[src/rtl/spi_cmd_ctrl.sv]
// SPI command controller: decodes 40-bit serdes packets into parameter-bus
// reads/writes with an ack timeout, and builds the response word for the serdes.
module spi_cmd_ctrl #(
  parameter int unsigned ADDR_WIDTH = 12,
  parameter int unsigned DATA_WIDTH = 24,
  parameter int unsigned TIMEOUT    = 255
) (
  input  logic                  clk,
  input  logic                  rst_n,
  input  logic                  dataReady,
  input  logic [39:0]           inPacket,
  output logic [39:0]           outPacket,
  output logic [ADDR_WIDTH-1:0] mem_addr,
  output logic [DATA_WIDTH-1:0] mem_wdata,
  output logic                  mem_we,
  output logic                  mem_re,
  input  logic [DATA_WIDTH-1:0] mem_rdata,
  input  logic                  mem_ack,
  output logic                  busy
);

  localparam int unsigned WAIT_W = (TIMEOUT < 2) ? 1 : $clog2(TIMEOUT);
  localparam logic [3:0]  OP_NOP    = 4'h0;
  localparam logic [3:0]  OP_WRITE  = 4'h1;
  localparam logic [3:0]  OP_READ   = 4'h2;
  localparam logic [3:0]  OP_STATUS = 4'h3;

  typedef enum logic [1:0] {IDLE, WR, RD, RESP} state_t;

  state_t                state_q, state_d;
  logic [15:0]           cmd_q, cmd_d;        // {opcode, address}
  logic [23:0]           rsp_q, rsp_d;        // response data field
  logic                  err_q, err_d;
  logic [WAIT_W-1:0]     wait_q, wait_d;
  logic [7:0]            pkt_q, pkt_d;
  logic [7:0]            ov_q, ov_d;
  logic [7:0]            to_q, to_d;
  logic [39:0]           out_q, out_d;
  logic [ADDR_WIDTH-1:0] addr_q, addr_d;
  logic [DATA_WIDTH-1:0] wdata_q, wdata_d;
  logic                  we_q, we_d;
  logic                  re_q, re_d;
  logic                  busy_q;

  // Next-state, counters and registered bus/response outputs
  always_comb begin
    state_d = state_q;
    cmd_d   = cmd_q;
    rsp_d   = rsp_q;
    err_d   = err_q;
    wait_d  = wait_q;
    pkt_d   = pkt_q;
    ov_d    = ov_q;
    to_d    = to_q;
    out_d   = out_q;
    addr_d  = addr_q;
    wdata_d = wdata_q;
    we_d    = 1'b0;
    re_d    = 1'b0;

    if (dataReady) begin
      pkt_d = pkt_q + 8'd1;
      if (state_q != IDLE && ov_q != 8'hFF) ov_d = ov_q + 8'd1;
    end

    case (state_q)
      IDLE: begin
        if (dataReady) begin
          cmd_d  = inPacket[39:24];
          wait_d = '0;
          err_d  = 1'b0;
          rsp_d  = '0;
          case (inPacket[39:36])
            OP_WRITE: begin
              state_d = WR;
              we_d    = 1'b1;
              addr_d  = ADDR_WIDTH'(inPacket[35:24]);
              wdata_d = DATA_WIDTH'(inPacket[23:0]);
              rsp_d   = inPacket[23:0];
            end
            OP_READ: begin
              state_d = RD;
              re_d    = 1'b1;
              addr_d  = ADDR_WIDTH'(inPacket[35:24]);
            end
            OP_NOP, OP_STATUS: state_d = RESP;
            default: begin
              state_d = RESP;
              err_d   = 1'b1;
            end
          endcase
        end
      end
      WR, RD: begin
        // An ack on the timeout cycle still wins
        if (mem_ack) begin
          if (state_q == RD) rsp_d = 24'(mem_rdata);
          state_d = RESP;
        end else if (wait_q == WAIT_W'(TIMEOUT - 1)) begin
          err_d   = 1'b1;
          rsp_d   = '0;
          if (to_q != 8'hFF) to_d = to_q + 8'd1;
          state_d = RESP;
        end else begin
          wait_d = wait_q + WAIT_W'(1);
          we_d   = (state_q == WR);
          re_d   = (state_q == RD);
        end
      end
      RESP: begin
        out_d = {err_q, cmd_q[14:12], cmd_q[11:0],
                 (cmd_q[15:12] == OP_STATUS) ? {ov_q, to_q, pkt_q} : rsp_q};
        state_d = IDLE;
      end
      default: state_d = IDLE;
    endcase
  end

  always_ff @(posedge clk) begin
    if (!rst_n) begin
      state_q <= IDLE;
      cmd_q   <= '0;
      rsp_q   <= '0;
      err_q   <= 1'b0;
      wait_q  <= '0;
      pkt_q   <= '0;
      ov_q    <= '0;
      to_q    <= '0;
      out_q   <= '0;
      addr_q  <= '0;
      wdata_q <= '0;
      we_q    <= 1'b0;
      re_q    <= 1'b0;
      busy_q  <= 1'b0;
    end else begin
      state_q <= state_d;
      cmd_q   <= cmd_d;
      rsp_q   <= rsp_d;
      err_q   <= err_d;
      wait_q  <= wait_d;
      pkt_q   <= pkt_d;
      ov_q    <= ov_d;
      to_q    <= to_d;
      out_q   <= out_d;
      addr_q  <= addr_d;
      wdata_q <= wdata_d;
      we_q    <= we_d;
      re_q    <= re_d;
      busy_q  <= (state_d != IDLE);
    end
  end

  assign outPacket = out_q;
  assign mem_addr  = addr_q;
  assign mem_wdata = wdata_q;
  assign mem_we    = we_q;
  assign mem_re    = re_q;
  assign busy      = busy_q;

endmodule

[config.mk]
export PLATFORM = sky130hd
export DESIGN_NAME = spi_cmd_ctrl
export DESIGN_NICKNAME = d
export VERILOG_FILES = /design/src/rtl/spi_cmd_ctrl.sv
export SDC_FILE = /design/constraint.sdc
export NUM_CORES = 1
export LEC_CHECK = 0
export CORE_UTILIZATION = 45
export DETAILED_ROUTE_END_ITERATION = 12
export PLACE_DENSITY_LB_ADDON = 0.3
export SLEW_MARGIN = 20
export SYNTH_ARGS = -nofsm -noshare
export SYNTH_HDL_FRONTEND = slang
export SYNTH_SLANG_ARGS = --single-unit
[constraint.sdc]
create_clock -name clk -period 6.8 [get_ports clk]
set_clock_uncertainty 0.15 [all_clocks]
set_input_delay 2.04 -clock clk [delete_from_list [all_inputs] [get_ports clk]]
set_output_delay 2.04 -clock clk [all_outputs]
set_load 0.1 [all_outputs]
==> results of run 1 <==
[critical path, cell delays in order]
cell and delay (ns):
clkdlybuf4s50_1 0.68, nand2_1 0.46, nand2_1 0.73, and2_1 0.76
a211oi_1 0.19
[worst max-delay path by stage]
stage               from         to  slack, ns
2_1_floorplan  dataReady  wait_q[4]       3.20
3_3_place_gp   dataReady   rsp_q[8]       1.54
3_5_place_dp   dataReady  rsp_q[12]       1.35
4_1_cts        dataReady  rsp_q[12]       1.78
5_1_grt        dataReady  rsp_q[12]       1.78
6_report       dataReady  rsp_q[12]       2.04
[per-stage QoR]
stage / hold slack (ns) / instances
after detailed placement: 0.299 / 995
after CTS: 0.307 / 1025
after floorplan: 0.286 / 717
final: 0.305 / 1025
after global routing: 0.323 / 1025
after global placement: 0.292 / 995
[cell usage in the layout, fill, tap and decap left out, types with 8 or more instances in the layout]
master | synthesis | routed
nand4_1 | 8 | 8
nand3_1 | 15 | 15
dfxtp_1 | 154 | 154
a21oi_1 | 81 | 81
clkdlybuf4s50_1 | 0 | 146
nor2_1 | 67 | 67
clkbuf_16 | 0 | 17
ha_1 | 10 | 9
nand2_1 | 100 | 100
a32oi_1 | 24 | 24
mux2i_1 | 57 | 57
a211oi_1 | 52 | 52
o21ai_0 | 12 | 12
o31ai_1 | 8 | 8
[power by group through the flow]
stage | registers [uW] | logic [uW] | clock network, uW
after detailed placement | 1070 | 612 | 0
after floorplan | 1190 | 321 | 0
after CTS | 1050 | 614 | 981
after global placement | 1070 | 592 | 0
final | 1050 | 613 | 968
after global routing | 1060 | 663 | 1020
[cell type report]
cell class                 count  area, sq um
clock buffer                  24          492
clock inverter                 6          111
fill                        1176         5380
inverter                       9         36.3
multi-input combinational    500         3100
sequential                   154         3080
tap                          180          225
timing repair buffer         152         1510
[layer usage]
layer / vias to the layer above / track usage (%)
met2: 190 / 37.9
met1: 2729 / 30.4
met4: 0 / 8.41
li1: 2825 / -
met5: - / 0
met3: 19 / 7.54
[cells by family (layout without fill, tap and decap cells)]
kind of cell / count (synthesis) / in the layout / share of synthesized area, %
AOI/OAI and AO/OA: 191 / 191 / 19.4
xor gates and xnor gates: 8 / 8 / 1.09
adders and majority gates: 10 / 10 / 1.94
buffers and inverters: 63 / 191 / 4.23
DFF: 154 / 154 / 47.9
muxes: 57 / 57 / 8.86
and+or+nand+nor: 234 / 234 / 16.6
[flip-flops by register name, summed over array words and instances, names as in the netlist, 8 cells and up]
| signal | cells |
|---|---|
| mem_addr | 12 |
| cmd_q | 16 |
| to_q | 8 |
| ov_q | 8 |
| pkt_q | 8 |
| mem_wdata | 24 |
| rsp_q | 24 |
| wait_q | 8 |
| outPacket | 40 |
==> results by group, run 1 <==
Run status
  • Status: complete, no violations

Synthesis
  • Post-synth top cells: dfxtp_1, nand2_1, a21oi_1
  • Ranking of synthesized cells by area: dfxtp_1, mux2i_1, a21oi_1
  • Post-Synthesis Net Count: 795
  • Post-synth ARST share: 0%
  • Most used DFF post-synth: dfxtp_1
  • Count leader, synth: dfxtp_1
  • #FFs+latches synth: 154
  • Area of the mapped netlist: 6440 sq um
  • Count of cell types in the netlist: 47
  • Syn_area_per_cell: approximately 9.0 sq um
  • Post-synth EDFFs: 0
  • Top-area cell type share of the netlist area: a little under half
  • Cells after Synth: roughly 700
  • Yosys top cell by area: dfxtp_1
  • Seq/Total Area, Yosys: between 40% and 50%
  • Synthesis warning total: 0

Cells and area
  • Antenna Cells: 0
  • Synth-to-Final Area Change: 32.8%
  • Utilization after layout: 61.4%
  • Share of cells above drive strength 1: around 4.9%
  • Post-route cell area: around 8600 sq um
  • Nets: about 900

Clocking
  • CTS tree: yes
  • Postcts setup bufs: 0
  • Cts bufs inserted: 17
  • H-tree depth: 4
  • Post_cts resized: 0
  • Clk_lat worst skew: 0.43 ns
  • Clock buffer depth: 2
  • CTS Root Cell: clkbuf_16
  • Reg clk slew, reported paths: approximately 0.060 ns
  • CTS Hold Bufs: 0
  • Total clock sinks: 154

Floorplan
  • Die Footprint: around 15000 sq um
  • Row count: 43
  • Io pins: 147
  • Die Ht: around 120 um
  • Chip width: 122 um
  • Core Footprint: 13900 sq um
  • Initial core utilization: 46.2%

Global routing
  • Vias in the first global route: 5467
  • Pin count of the biggest net entering global routing: about 90
  • First-pass GRT wire length: 27100 um
  • Gr ovfl total: 0
  • Total track usage: 23.9%
  • Initial antenna violation count: 0

Pwr
  • Clock power share: 36.7%
  • Switching Share: 31.8%
  • IR drop worst, VDD: 0.171 mV
  • Leak: around 0.0029 uW
  • P per Cell Area: between 300 and 400 nW/um^2
  • Pint: 1800 uW
  • Switch Pwr: 837 uW
  • Total power: between 2000 and 3000 uW
  • Power share of the combinational group: 23.3%
  • Flop pwr share: 40.0%

Route
  • DR iter-0 viols: 408
  • Drt wl/cell: 16.8 um
  • Final ANT Viol Nets: 0
  • First drt pass iteration count: 5
  • # DRC: 0
  • DR vias: between 5000 and 6000
  • Uppermost layer routed: met4
  • DR WL met2: just over 8000 um
  • Via density: ~5.6
  • Met3 wire len: 1220 um
  • Total Wirelength: ~17000 um
  • Met1 Wirelength: 7670 um

Timing
  • TNS Setup: 0 ns
  • Slew Viols, Final: 0
  • RSZ-0062 raised after global routing: no
  • Final Hold Fails: 0
  • Setup ws final: 2.04 ns
  • Tcrit/Tclk final: 69.9%
  • Final setup fails: 0
  • Worst slew pin tran: 1.02 ns
  • Min Tclk post-route: 4.76 ns
  • Fmax: 0.210 GHz
  • Max_slew headroom: a little under a third

Critical path
  • Critical Path Start Type: primary input
  • Crit-path max FO: 25
  • R2R Path End: rsp_q[12]
  • Worst Path Required: 6.91 ns
  • Worst Reg-to-Reg Cells: 6
  • R2R Setup Slk: about 3.7 ns
  • Crit Path Class: primary input to flop
  • Crit Reg-Reg Startpoint: state_q[0]
  • Data arrival time of the critical path: just under 5 ns
  • Crit end category: flop

Place
  • Placed Area: 7950 sq um
  • Port Buf Inserts: 146
  • Final Wtd Congestion: 0.805
  • DP Wirelength: 12000 um
  • Setup slack at placement: approximately 1.4 ns

Hold path
  • HP Start: mem_wdata[5]
  • Hold/Removal Path Class: flop to flop
  • Hold path endpoint: mem_wdata[5]
  • Worst hold path cell count: 2

Run
  • Max-cap violations: 0
No activity file was read; power rests on OpenSTA's default activity.
==> run 2, diff against run 1 <==
- clock period: 6.8 -> 4.1 ns (I/O delays scaled with it)
==> run 2 against run 1 <==
  * Sequential cell count unchanged
  * Design area down 0.50%
  * Combinational power up 68%
  * Via count about the same
  * Count of clock-buffer cells in the layout down 1
  * Global-route usage down 0.24 points
  * Die area unchanged
  * Critical endpoint is now mem_addr[8]
==> results by group, run 2 (synthesis results as in run 1) <==
Clocking
  • Cts bufs inserted: 17 (unchanged)
  • CTS Root Cell: clkbuf_16 (unchanged)
  • CTS Hold Bufs: 0 (unchanged)
  • Post_cts resized: 0 (unchanged)
  • CTS tree: yes (unchanged)
  • Reg clk slew, reported paths: 0.06 ns (about the same)
  • Postcts setup bufs: 0 (unchanged)
  • Clock buffer depth: 2 (unchanged)
  • H-tree depth: 4 (unchanged)
  • Total clock sinks: 154 (unchanged)
  • Clk_lat worst skew: 0.42 ns (was 0.43 ns)

Global routing
  • Gr ovfl total: 0 (unchanged)
  • First-pass GRT wire length: 27100 um (about the same)
  • Initial antenna violation count: 0 (unchanged)
  • Vias in the first global route: 5460 (was 5467)
  • Total track usage: 23.6% (was 23.9%)
  • Pin count of the biggest net entering global routing: 72 (was 92)

Cells and area
  • Share of cells above drive strength 1: 9.98% (was 4.85%)
  • Synth-to-Final Area Change: 32.1% (was 32.8%)
  • Max reg flops: 40 (unchanged)
  • Most common cell after layout, fill and taps aside: dfxtp_1 (unchanged)
  • Commonest non-fill, non-tap cells in the layout: dfxtp_1, clkdlybuf4s50_1, nand2_1 (unchanged)
  • Antenna Cells: 0 (unchanged)
  • Nets: 918 (was 912)
  • Post-route cell area: 8510 sq um (was 8550 sq um)

Place
  • Placed Area: 7910 sq um (was 7950 sq um)
  • Setup slack at placement: 0.525 ns (was 1.35 ns)
  • Final Wtd Congestion: 0.837 (was 0.805)
  • DP Wirelength: 11900 um (was 12000 um)
  • Port Buf Inserts: 146 (unchanged)

Critical path
  • Data arrival time of the critical path: 1.94 ns (was 4.86 ns)
  • Worst Path Required: 2.72 ns (was 6.91 ns)
  • Critical-path cell list: clkdlybuf4s50_1 (was clkdlybuf4s50_1 -> nand2_1 -> nand2_1 -> and2_1 -> a211oi_1)
  • WP buf/inv: 1 (unchanged)
  • Worst Reg-to-Reg Cells: 6 (unchanged)
  • Crit-path leading delay family: buffers and inverters (was simple AND/OR/NAND/NOR gates)
  • Crit-path max FO: 2 (was 25)
  • Worst path max stage delay: 1.15 ns (was 0.76 ns)
  • Slowest CP cell: clkdlybuf4s50_1 (was and2_1)
  • Crit end category: output pin (was flop)
  • Crit path depth: 1 (was 5)
  • Critical Path Start Type: flop (was primary input)
  • Crit Path Class: flop to output pin (was primary input to flop)

Pwr
  • Pint: 2970 uW (was 1800 uW)
  • Clock power share: 36.4% (was 36.7%)
  • Leak: 0.00298 uW (was 0.00288 uW)
  • Switch Pwr: 1400 uW (was 837 uW)
  • Total power: 4370 uW (was 2630 uW)
  • Switching Share: 32.0% (was 31.8%)
  • IR drop worst, VDD: 0.301 mV (was 0.171 mV)
  • Flop pwr share: 40.0% (about the same)
  • Power share of the combinational group: 23.6% (was 23.3%)
  • P per Cell Area: 514 nW/um^2 (was 308 nW/um^2)

Route
  • DR vias: 5759 (was 5763)
  • Drt wl/cell: 16.4 um (was 16.8 um)
  • First drt pass iteration count: 5 (unchanged)
  • Total Wirelength: 16900 um (was 17200 um)
  • Via density: 5.58 (was 5.62)
  • DR iter-0 viols: 457 (was 408)
  • # DRC: 0 (unchanged)
  • Final ANT Viol Nets: 0 (unchanged)

Run status
  • Status: complete, no violations (unchanged)

Hold path
  • Worst hold path cell count: 2 (unchanged)
  • Hold/Removal Path Class: flop to flop (unchanged)

Timing
  • Min Tclk post-route: 3.32 ns
  • Final setup fails: 0 (unchanged)
  • Worst slew pin tran: 1.00 ns (was 1.02 ns)
  • Hold WS: 0.307 ns (was 0.305 ns)
  • Setup ws final: 0.783 ns (was 2.04 ns)
  • Tcrit/Tclk final: 80.9%
  • Fmax: 0.301 GHz
  • Slew Viols, Final: 0 (unchanged)
  • Max_slew headroom: 33.0% (was 31.8%)
  • TNS Setup: 0 ns (unchanged)
  • RSZ-0062 raised after global routing: no (unchanged)
  • Final Hold Fails: 0 (unchanged)

Floorplan
  • Core Footprint: 13900 sq um (unchanged)
  • Chip width: 122 um (unchanged)
  • Io pins: 147 (unchanged)
  • Die Ht: 122 um (unchanged)
  • Die Footprint: 14800 sq um (unchanged)
  • Initial core utilization: 46.2% (unchanged)
  • Row count: 43 (unchanged)

Run
  • Max-cap violations: 0 (unchanged)
run 2: cell types whose count changed in the layout (fill, tap and decap cells not counted):
cell	before	now
and2_0	1	2
clkbuf_8	4	3
clkdlybuf4s50_1	146	109
buf_4	6	48
clkinv_2	1	4
buf_12	0	1
and2_1	3	2
inv_6	1	0
run 2: worst paths after layout:
kind	end	startpoint	slack (ns)
setup / recovery	mem_addr[8]	mem_addr[8]	0.78
hold / removal	cmd_q[9]	cmd_q[9]	0.31
setup reg to reg	to_q[5]	state_q[0]	1.45
hold reg to reg	cmd_q[9]	cmd_q[9]	0.31
run 2: final cells by class:
type | instances | area [sq um]
well taps | 180 | 225
clock buffers | 23 | 478
fillers | 1203 | 5420
flip-flops and latches | 154 | 3080
clock inverters | 8 | 118
inverters | 9 | 36.3
repair buffers | 158 | 1470
multi-input cells | 500 | 3100
run 2: power groups by stage:
| stage | clock network (uW) | registers, uW | logic (uW) |
|---|---|---|---|
| after floorplan | 0 | 1970 | 533 |
| after global placement | 0 | 1770 | 1000 |
| after detailed placement | 0 | 1770 | 1030 |
| after CTS | 1610 | 1740 | 1030 |
| after global routing | 1680 | 1760 | 1120 |
| final | 1590 | 1750 | 1030 |
run 2: routing by layer:
layer	wire, um	global-route usage, %	part of all wire [%]
met3	1160	6.04	6.8
met1	7660	31.9	45
met2	7800	36.1	46
met4	316	9.10	1.9
met5	0	0	0
run 2: metrics by stage:
step           cells  util [%]
3_5_place_dp    1001      56.8
5_1_grt         1032      61.1
4_1_cts         1032      61.0
2_1_floorplan    717         -
3_3_place_gp    1001      56.8
6_report        1032      61.1
==> run 3, diff against run 2 <==
- clock period: 4.1 -> 3.4 ns (I/O delays scaled with it)
==> run 3 against run 2 <==
  * First-iteration DRC count decreased by 18%
  * Die area is the same
  * Sequential share of layout area up 0.41 points
  * Clock power is 11% higher
  * Critical path type is now primary input to flop
  * Highest routed layer unchanged
==> results by group, run 3 (synthesis results as in run 1) <==
Place
  • Port Buf Inserts: 146 (unchanged)
  • Setup slack at placement: 0.265 ns (was 0.525 ns)
  • DP Wirelength: 11700 um (was 11900 um)
  • Final Wtd Congestion: 0.891 (was 0.837)

Floorplan
  • Die Footprint: 14800 sq um (unchanged)
  • Chip width: 122 um (unchanged)
  • Initial core utilization: 46.2% (unchanged)
  • Row count: 43 (unchanged)
  • Core Footprint: 13900 sq um (unchanged)
  • Io pins: 147 (unchanged)
  • Die Ht: 122 um (unchanged)

Route
  • First drt pass iteration count: 5 (unchanged)
  • Via density: 5.58 (about the same)
  • DR vias: 5793 (was 5759)
  • # DRC: 0 (unchanged)
  • Final ANT Viol Nets: 0 (unchanged)
  • Total Wirelength: 16800 um (was 16900 um)
  • DR iter-0 viols: 376 (was 457)
  • Drt wl/cell: 16.1 um (was 16.4 um)

Critical path
  • Slowest CP cell: clkdlybuf4s50_1 (unchanged)
  • Critical-path cell list: clkdlybuf4s50_1 -> and4b_1 -> o2111ai_1 -> or4_1 -> a21oi_1 (was clkdlybuf4s50_1)
  • Crit-path leading delay family: simple AND/OR/NAND/NOR gates (was buffers and inverters)
  • Crit end category: flop (was output pin)
  • Worst Path Required: 3.60 ns (was 2.72 ns)
  • Critical Path Start Type: primary input (was flop)
  • Worst path max stage delay: 0.53 ns (was 1.15 ns)
  • Crit Path Class: primary input to flop (was flop to output pin)
  • WP buf/inv: 1 (unchanged)
  • Data arrival time of the critical path: 2.91 ns (was 1.94 ns)
  • Crit-path max FO: 9 (was 2)

Cells and area
  • Share of cells above drive strength 1: 15.3% (was 9.98%)
  • Antenna Cells: 0 (unchanged)
  • Nets: 924 (was 918)
  • Synth-to-Final Area Change: 30.6% (was 32.1%)
  • Most common cell after layout, fill and taps aside: dfxtp_1 (unchanged)
  • Max reg flops: 40 (unchanged)
  • Commonest non-fill, non-tap cells in the layout: dfxtp_1, nand2_1, buf_4 (was dfxtp_1, clkdlybuf4s50_1, nand2_1)

Global routing
  • Vias in the first global route: 5524 (was 5460)
  • Total track usage: 23.4% (was 23.6%)
  • Initial antenna violation count: 0 (unchanged)
  • Gr ovfl total: 0 (unchanged)
  • Pin count of the biggest net entering global routing: 99 (was 72)
  • First-pass GRT wire length: 26900 um (was 27100 um)

Clocking
  • CTS tree: yes (unchanged)
  • Cts bufs inserted: 17 (unchanged)
  • CTS Root Cell: clkbuf_16 (unchanged)
  • Total clock sinks: 154 (unchanged)
  • CTS Hold Bufs: 0 (unchanged)
  • Clock buffer depth: 2 (unchanged)
  • Clk_lat worst skew: 0.42 ns (about the same)
  • Postcts setup bufs: 0 (unchanged)
  • Post_cts resized: 0 (unchanged)
  • H-tree depth: 4 (unchanged)
  • Reg clk slew, reported paths: 0.06 ns (about the same)

Pwr
  • Leak: 0.00308 uW (was 0.00298 uW)
  • IR drop worst, VDD: 0.260 mV (was 0.301 mV)
  • P per Cell Area: 609 nW/um^2 (was 514 nW/um^2)

Run
  • Max-cap violations: 0 (unchanged)

Timing
  • Fmax: ~0.37 GHz
  • Max_slew headroom: 57.7% (was 33.0%)
  • Tcrit/Tclk final: 80.0%
  • Final setup fails: 0 (unchanged)
  • RSZ-0062 raised after global routing: no (unchanged)
  • Setup ws final: 0.681 ns (was 0.783 ns)
  • TNS Setup: 0 ns (unchanged)
  • Slew Viols, Final: 0 (unchanged)
  • Worst slew pin tran: 0.634 ns (was 1.00 ns)
  • Min Tclk post-route: 2.72 ns
  • Final Hold Fails: 0 (unchanged)

Hold path
  • Hold/Removal Path Class: flop to flop (unchanged)

Run status
  • Status: complete, no violations (unchanged)
## run 3: cell types whose count changed in the layout (fill, tap and decap cells not counted), sizes merged
cell,change
clkbuf,+2
bufinv,-2
clkdlybuf4s50,-42
clkinv,+1
buf,+48
## run 3: path summary, 6_finish.rpt
kind         depth (start not counted)            to  slack, ns          from
max                                  5       to_q[7]       0.68       mem_ack
min                                  2  mem_wdata[6]       0.30  mem_wdata[6]
max reg2reg                          6       to_q[7]       0.91    state_q[0]
min reg2reg                          2  mem_wdata[6]       0.30  mem_wdata[6]
## run 3: worst reg2reg max path, cell delays in order (launching register included)
cell and delay [ns]:
dfxtp_1 0.42, inv_1 0.09, ha_1 0.46, and4b_1 0.29, o2111ai_1 0.33, or4_1 0.51, a21oi_1 0.17
## run 3: per-stage QoR
step                hold slack [ns]  util [%]  area, sq um  cells  total power [uW]
floorplan                     0.286         -         6440    717              3020
global placement              0.294      56.4         7860   1007              3350
detailed placement            0.297      56.4         7860   1007              3380
CTS                           0.305      60.4         8410   1039              5160
global route                  0.323      60.4         8410   1039              5350
finish                        0.304      60.4         8410   1039              5120
## run 3: power by group
| group | internal (uW) | switching (uW) | total, uW | leakage [uW] |
|---|---|---|---|---|
| Combinational | 411 | 836 | 1250 | 0.00156 |
| Clock | 1060 | 710 | 1770 | 0.000271 |
| Sequential | 1980 | 129 | 2110 | 0.00125 |
| Total | 3450 | 1680 | 5120 | 0.00308 |
## run 3: area by class of cell
cell class	count	area, sq um
clock buffer	25	485
clock inverter	7	66.3
fill	1180	5520
inverter	9	36.3
multi-input combinational	500	3090
sequential	154	3080
tap	180	225
timing repair buffer	164	1420
## run 3: per-layer routing
layer | track usage (%) | wire length, um | vias up
met4 | 7.87 | 179 | 0
li1 | - | - | 2842
met5 | 0 | 0 | -
met3 | 6.18 | 1300 | 14
met2 | 36.5 | 7740 | 200
met1 | 31.2 | 7550 | 2737
==> patch 1: new RTL, settings of run 3 <==
Encoding of `state_t`: now one-hot (4 bits for 4 states).
--- a/src/rtl/spi_cmd_ctrl.sv
+++ b/src/rtl/spi_cmd_ctrl.sv
@@ -27,3 +27,3 @@
 
-  typedef enum logic [1:0] {IDLE, WR, RD, RESP} state_t;
+  typedef enum logic [3:0] {IDLE = 4'b0001, WR = 4'b0010, RD = 4'b0100, RESP = 4'b1000} state_t;
 
Formal check against the unedited RTL: no difference found for any inputs over 4 cycles, from zero or initial values and one cycle with rst_n low; so few cycles prove little.
==> patch 1 against run 3 <==
  * Wire length shrank 0.74%
  * Critical endpoint is now mem_wdata[14]$_SDFFE_PN0P_
  * Design area grew 0.49%
  * Setup slack gained 0.0031 ns
  * Largest cell class is now sequential cells
  * Area after synthesis grew 0.54%
  * Sequential cell count grew 2
Power is not compared: it rests on default switching activity, and its combinational part moved more than twofold at a synthesized area within 25%.
==> patch 1: results (changes against run 3) <==
.. list-table::
   :header-rows: 1

   * - Metric
     - Value
   * - Status
     - completed
   * - Fraction of final layout cells with drive strength greater than 1
     - 17.98% (+2.7 points)
   * - Total nets after synthesis
     - 797 (+0.25%)
   * - First-pass GRT wire length
     - 26340 µm (-2.1%)
   * - CTS sink count
     - 156 (+1.3%)
   * - Met3 usage in global routing
     - 4.775% (-1.4 points)
   * - Placed Instance Area
     - 7873 µm² (+0.13%)
   * - Routed length on met2
     - 8104 µm (+4.7%)
   * - Inverters
     - 6 (-3)
   * - Number of fill cells
     - 1181 (+0.085%)
   * - Largest cells by area after synthesis
     - sky130_fd_sc_hd__dfxtp_1, sky130_fd_sc_hd__nand2_1, sky130_fd_sc_hd__mux2i_1, sky130_fd_sc_hd__nor2_1, sky130_fd_sc_hd__a21oi_1
   * - First DRT Iteration DRCs
     - 347 (-7.7%)
   * - GR Layer Usage met1
     - 28.84% (-2.4 points)
   * - Final critical-path required period
     - 2.716 ns (-0.003079 ns)
   * - Final weighted congestion of routability-driven global placement
     - 0.7986 (-10%)
   * - Timing endpoint of the critical path
     - mem_wdata[14]$_SDFFE_PN0P_
   * - Most frequent cells after synthesis
     - sky130_fd_sc_hd__dfxtp_1, sky130_fd_sc_hd__nand2_1, sky130_fd_sc_hd__nor2_1, sky130_fd_sc_hd__a21oi_1, sky130_fd_sc_hd__mux2i_1
   * - Multi-input logic portion of the cell area
     - 36.49% (-0.28 points)
   * - Highest net fanout along the worst path
     - 24 (+15)
   * - R2r setup slk
     - 1.03 ns (+0.12 ns)
   * - Startpoint of the worst hold path
     - cmd_q[4]$_SDFFE_PN0P_
   * - Final wirelength
     - 16640 µm (-0.74%)
   * - Die area
     - 14880 µm² (+0.54%)
   * - Final routed wire length divided by cell count
     - 15.97 µm (-1.0%)
   * - Routed vias/inst
     - 5.457 (-2.1%)
   * - Critical path launch point
     - dataReady
   * - Area taken by flip-flops and latches
     - 3123 µm² (+1.3%)
   * - Pre-CTS worst setup slack
     - 0.2778 ns (+0.01322 ns)
   * - Clock buffer count in the final layout
     - 26 (+4.0%)
   * - Largest net degree at the start of global routing
     - 55 (-44%)
   * - Yosys cell types
     - 53 (+13%)
   * - Sink of the worst hold path
     - outPacket[28]$_SDFFE_PN0N_
   * - Classification of the worst-slack hold path
     - flop to flop
   * - Fraction of area in registers
     - 36.93% (+0.29 points)
   * - Sequential fraction of the synthesis area
     - 48.22% (+0.36 points)
   * - Portion of synthesized cell area occupied by the leading cell type
     - 48.22% (+0.36 points)
   * - Via count of the first global-routing pass
     - 5505 (-0.34%)
   * - Signal arrival time at the worst endpoint
     - 2.92 ns (about the same)
   * - Inst Count DP
     - 1012 (+0.50%)
   * - Number of multi-input combinational cells in the layout
     - 509 (+1.8%)
   * - Area fraction of clock buffers and clock inverters
     - 6.896% (+0.34 points)
   * - Startpoint of the most critical register-to-register path
     - state_q[2]$_SDFF_PN0_
   * - Global-route usage over all layers
     - 22.78% (-0.58 points)
   * - Routed metal-1 wire length
     - 7472 µm (-1.0%)
   * - Worst Reg2Reg Path Length in Cells
     - 5 (-1)
[patch 1: worst max-delay path, stage by stage]
cell                              delay [ns]
sky130_fd_sc_hd__clkdlybuf4s50_1        0.41
sky130_fd_sc_hd__buf_4                  0.19
sky130_fd_sc_hd__nand2_1                0.21
sky130_fd_sc_hd__or2_1                  0.76
sky130_fd_sc_hd__nand2_1                0.16
sky130_fd_sc_hd__a21oi_1                0.17
[patch 1: kinds of logic (layout without fill, tap and decap cells)]
kind of cell	Yosys count	count (layout)	share of synthesized area, %
buf+inv	59	197	4.443
fa+ha+maj	5	5	0.9660
flops	156	156	48.22
simple gates	280	280	19.26
compound gates	164	164	18.06
xor+xnor	19	19	2.686
mux	41	41	6.356
[patch 1: power by group through the flow]
stage	Sequential, µW	Combinational [µW]	Clock [µW]
after floorplan	2120	245	0
after global placement	1990	553	0
after detailed placement	1990	565	0
after CTS	1950	569	1890
after global routing	1960	607	1960
final	1950	568	1860
==> patch 2: new RTL, config.mk and constraints of run 3 <==
Made on the original files. Change the parameter `ADDR_WIDTH` from 12 to 14.
--- a/src/rtl/spi_cmd_ctrl.sv
+++ b/src/rtl/spi_cmd_ctrl.sv
@@ -3,3 +3,3 @@
 module spi_cmd_ctrl #(
-  parameter int unsigned ADDR_WIDTH = 12,
+  parameter int unsigned ADDR_WIDTH = 14,
   parameter int unsigned DATA_WIDTH = 24,
Ports: changed (resized mem_addr); port bits go from 147 to 149. No check against the original RTL was run, so the function may have changed too.
==> patch 2 against run 3 <==
  * Hold slack got worse by 0.0021 ns
  * Non-clock buffer count decreased by 2
  * Total power grew 3.2%
  * Area after synthesis is essentially flat
  * Sequential cell count is the same
  * Cell count rose by 0.58%
  * Design area is 0.88% higher
  * Via count increased by 0.21%
  * First-iteration DRC count shrank 1.3%
  * Wire length is 0.84% higher
  * Setup slack worse by 0.13 ns
  * Critical endpoint is now mem_wdata[21]$_SDFFE_PN0P_
  * Largest cell class unchanged
==> patch 2: results (changes against run 3) <==
.. list-table::
   :header-rows: 1

   * - Metric
     - Value
   * - Status
     - completed
   * - Via count of the first global-routing pass
     - 5363 (-2.9%)
   * - Met3 usage in global routing
     - 5.431% (-0.75 points)
   * - Global-route usage over all layers
     - 23.65% (+0.29 points)
   * - Largest net degree at the start of global routing
     - 59 (-40%)
   * - Sequential fraction of the synthesis area
     - 47.85% (about the same)
   * - Largest cells by area after synthesis
     - sky130_fd_sc_hd__dfxtp_1, sky130_fd_sc_hd__mux2i_1, sky130_fd_sc_hd__a21oi_1, sky130_fd_sc_hd__a211oi_1, sky130_fd_sc_hd__nand2_1
   * - Share of cell area taken by muxes after synthesis
     - 8.856% (about the same)
   * - Synthesized area per cell
     - 8.886 µm² (-1.1%)
   * - Fraction of the mapped netlist area in compound gates
     - 19.46% (+0.035 points)
   * - Post-Synth Adder-Cell Area
     - 1.942% (about the same)
   * - Worst ir drop on vdd
     - 350.3 µV (+34%)
   * - Most frequent cells after synthesis
     - sky130_fd_sc_hd__dfxtp_1, sky130_fd_sc_hd__nand2_1, sky130_fd_sc_hd__a21oi_1, sky130_fd_sc_hd__nor2_1, sky130_fd_sc_hd__mux2i_1
   * - Pre-CTS worst setup slack
     - 0.1321 ns (-0.1325 ns)
   * - Final wirelength
     - 16910 µm (+0.84%)
   * - First-pass GRT wire length
     - 26950 µm (+0.20%)
   * - Routed vias/inst
     - 5.555 (-0.37%)
   * - Yosys cell types
     - 51 (+8.5%)
   * - Max-slew headroom at the worst pin
     - 44.98% (-13 points)
   * - Final weighted congestion of routability-driven global placement
     - 0.8949 (+0.44%)
   * - Fraction of final layout cells with drive strength greater than 1
     - 15.03% (-0.22 points)
   * - Placed wire-length estimate after detailed placement
     - 12450 µm (+6.6%)
   * - GR Layer Usage met1
     - 31.10% (-0.090 points)
   * - Highest net fanout along the worst path
     - 24 (+15)
   * - Count of warnings emitted by yosys
     - 0 (unchanged)
   * - Ratio of total power to cell area
     - 623.0 nW/µm² (+2.3%)
   * - Number of fill cells
     - 1167 (-1.1%)
   * - Number of cells in the finished layout apart from fillers
     - 1045 (+0.58%)
   * - Total number of nets in the final design
     - 932 (+0.87%)
   * - Static Leakage
     - 0.003138 µW (+2.0%)
patch 2: cell families (layout without fill, tap and decap cells):
| family | after synthesis | count (layout) |
|---|---|---|
| compound gates | 195 | 195 |
| xor+xnor | 7 | 7 |
| fa+ha+maj | 10 | 10 |
| buf+inv | 62 | 201 |
| flops | 154 | 154 |
| mux | 57 | 57 |
| other cells | 1 | 2 |
| simple gates | 239 | 239 |
patch 2: final timing paths:
kind                    startpoint                          to  slack, ns
max                   inPacket[37]  mem_wdata[21]$_SDFFE_PN0P_       0.55
min          cmd_q[3]$_SDFFE_PN0P_       cmd_q[3]$_SDFFE_PN0P_       0.30
max reg2reg  state_q[0]$_SDFF_PN0_       rsp_q[1]$_SDFFE_PN0P_       0.74
min reg2reg  cmd_q[3]$_SDFFE_PN0P_       cmd_q[3]$_SDFFE_PN0P_       0.30
patch 2: critical path, cell delays in order:
cell and delay (ns):
sky130_fd_sc_hd__clkdlybuf4s50_1 0.48, sky130_fd_sc_hd__or4b_1 0.65, sky130_fd_sc_hd__or2_1 0.56, sky130_fd_sc_hd__nand2_1 0.18
sky130_fd_sc_hd__a21oi_1 0.09
patch 2: layout make-up:
cell class                      count  area share (%)
Multi-Input combinational cell    510           36.62
Sequential cell                   154           36.32
Timing Repair Buffer              162           16.60
Clock buffer                       23           5.749
Tap cell                          180           2.653
Clock inverter                      7           1.636
Inverter                            9          0.4275
patch 2: metal layers:
metal / wire, µm / part of all wire (%)
met4: 413 / 2.4
met1: 7722 / 46
met3: 1059 / 6.3
met5: 0 / 0
met2: 7711 / 46
patch 2: power breakdown:
part	internal, µW	switching, µW	leakage, µW
logic	403	817	0.00158
clock network	1300	683	0.000309
registers	1980	113	0.00125
total	3680	1610	0.00314
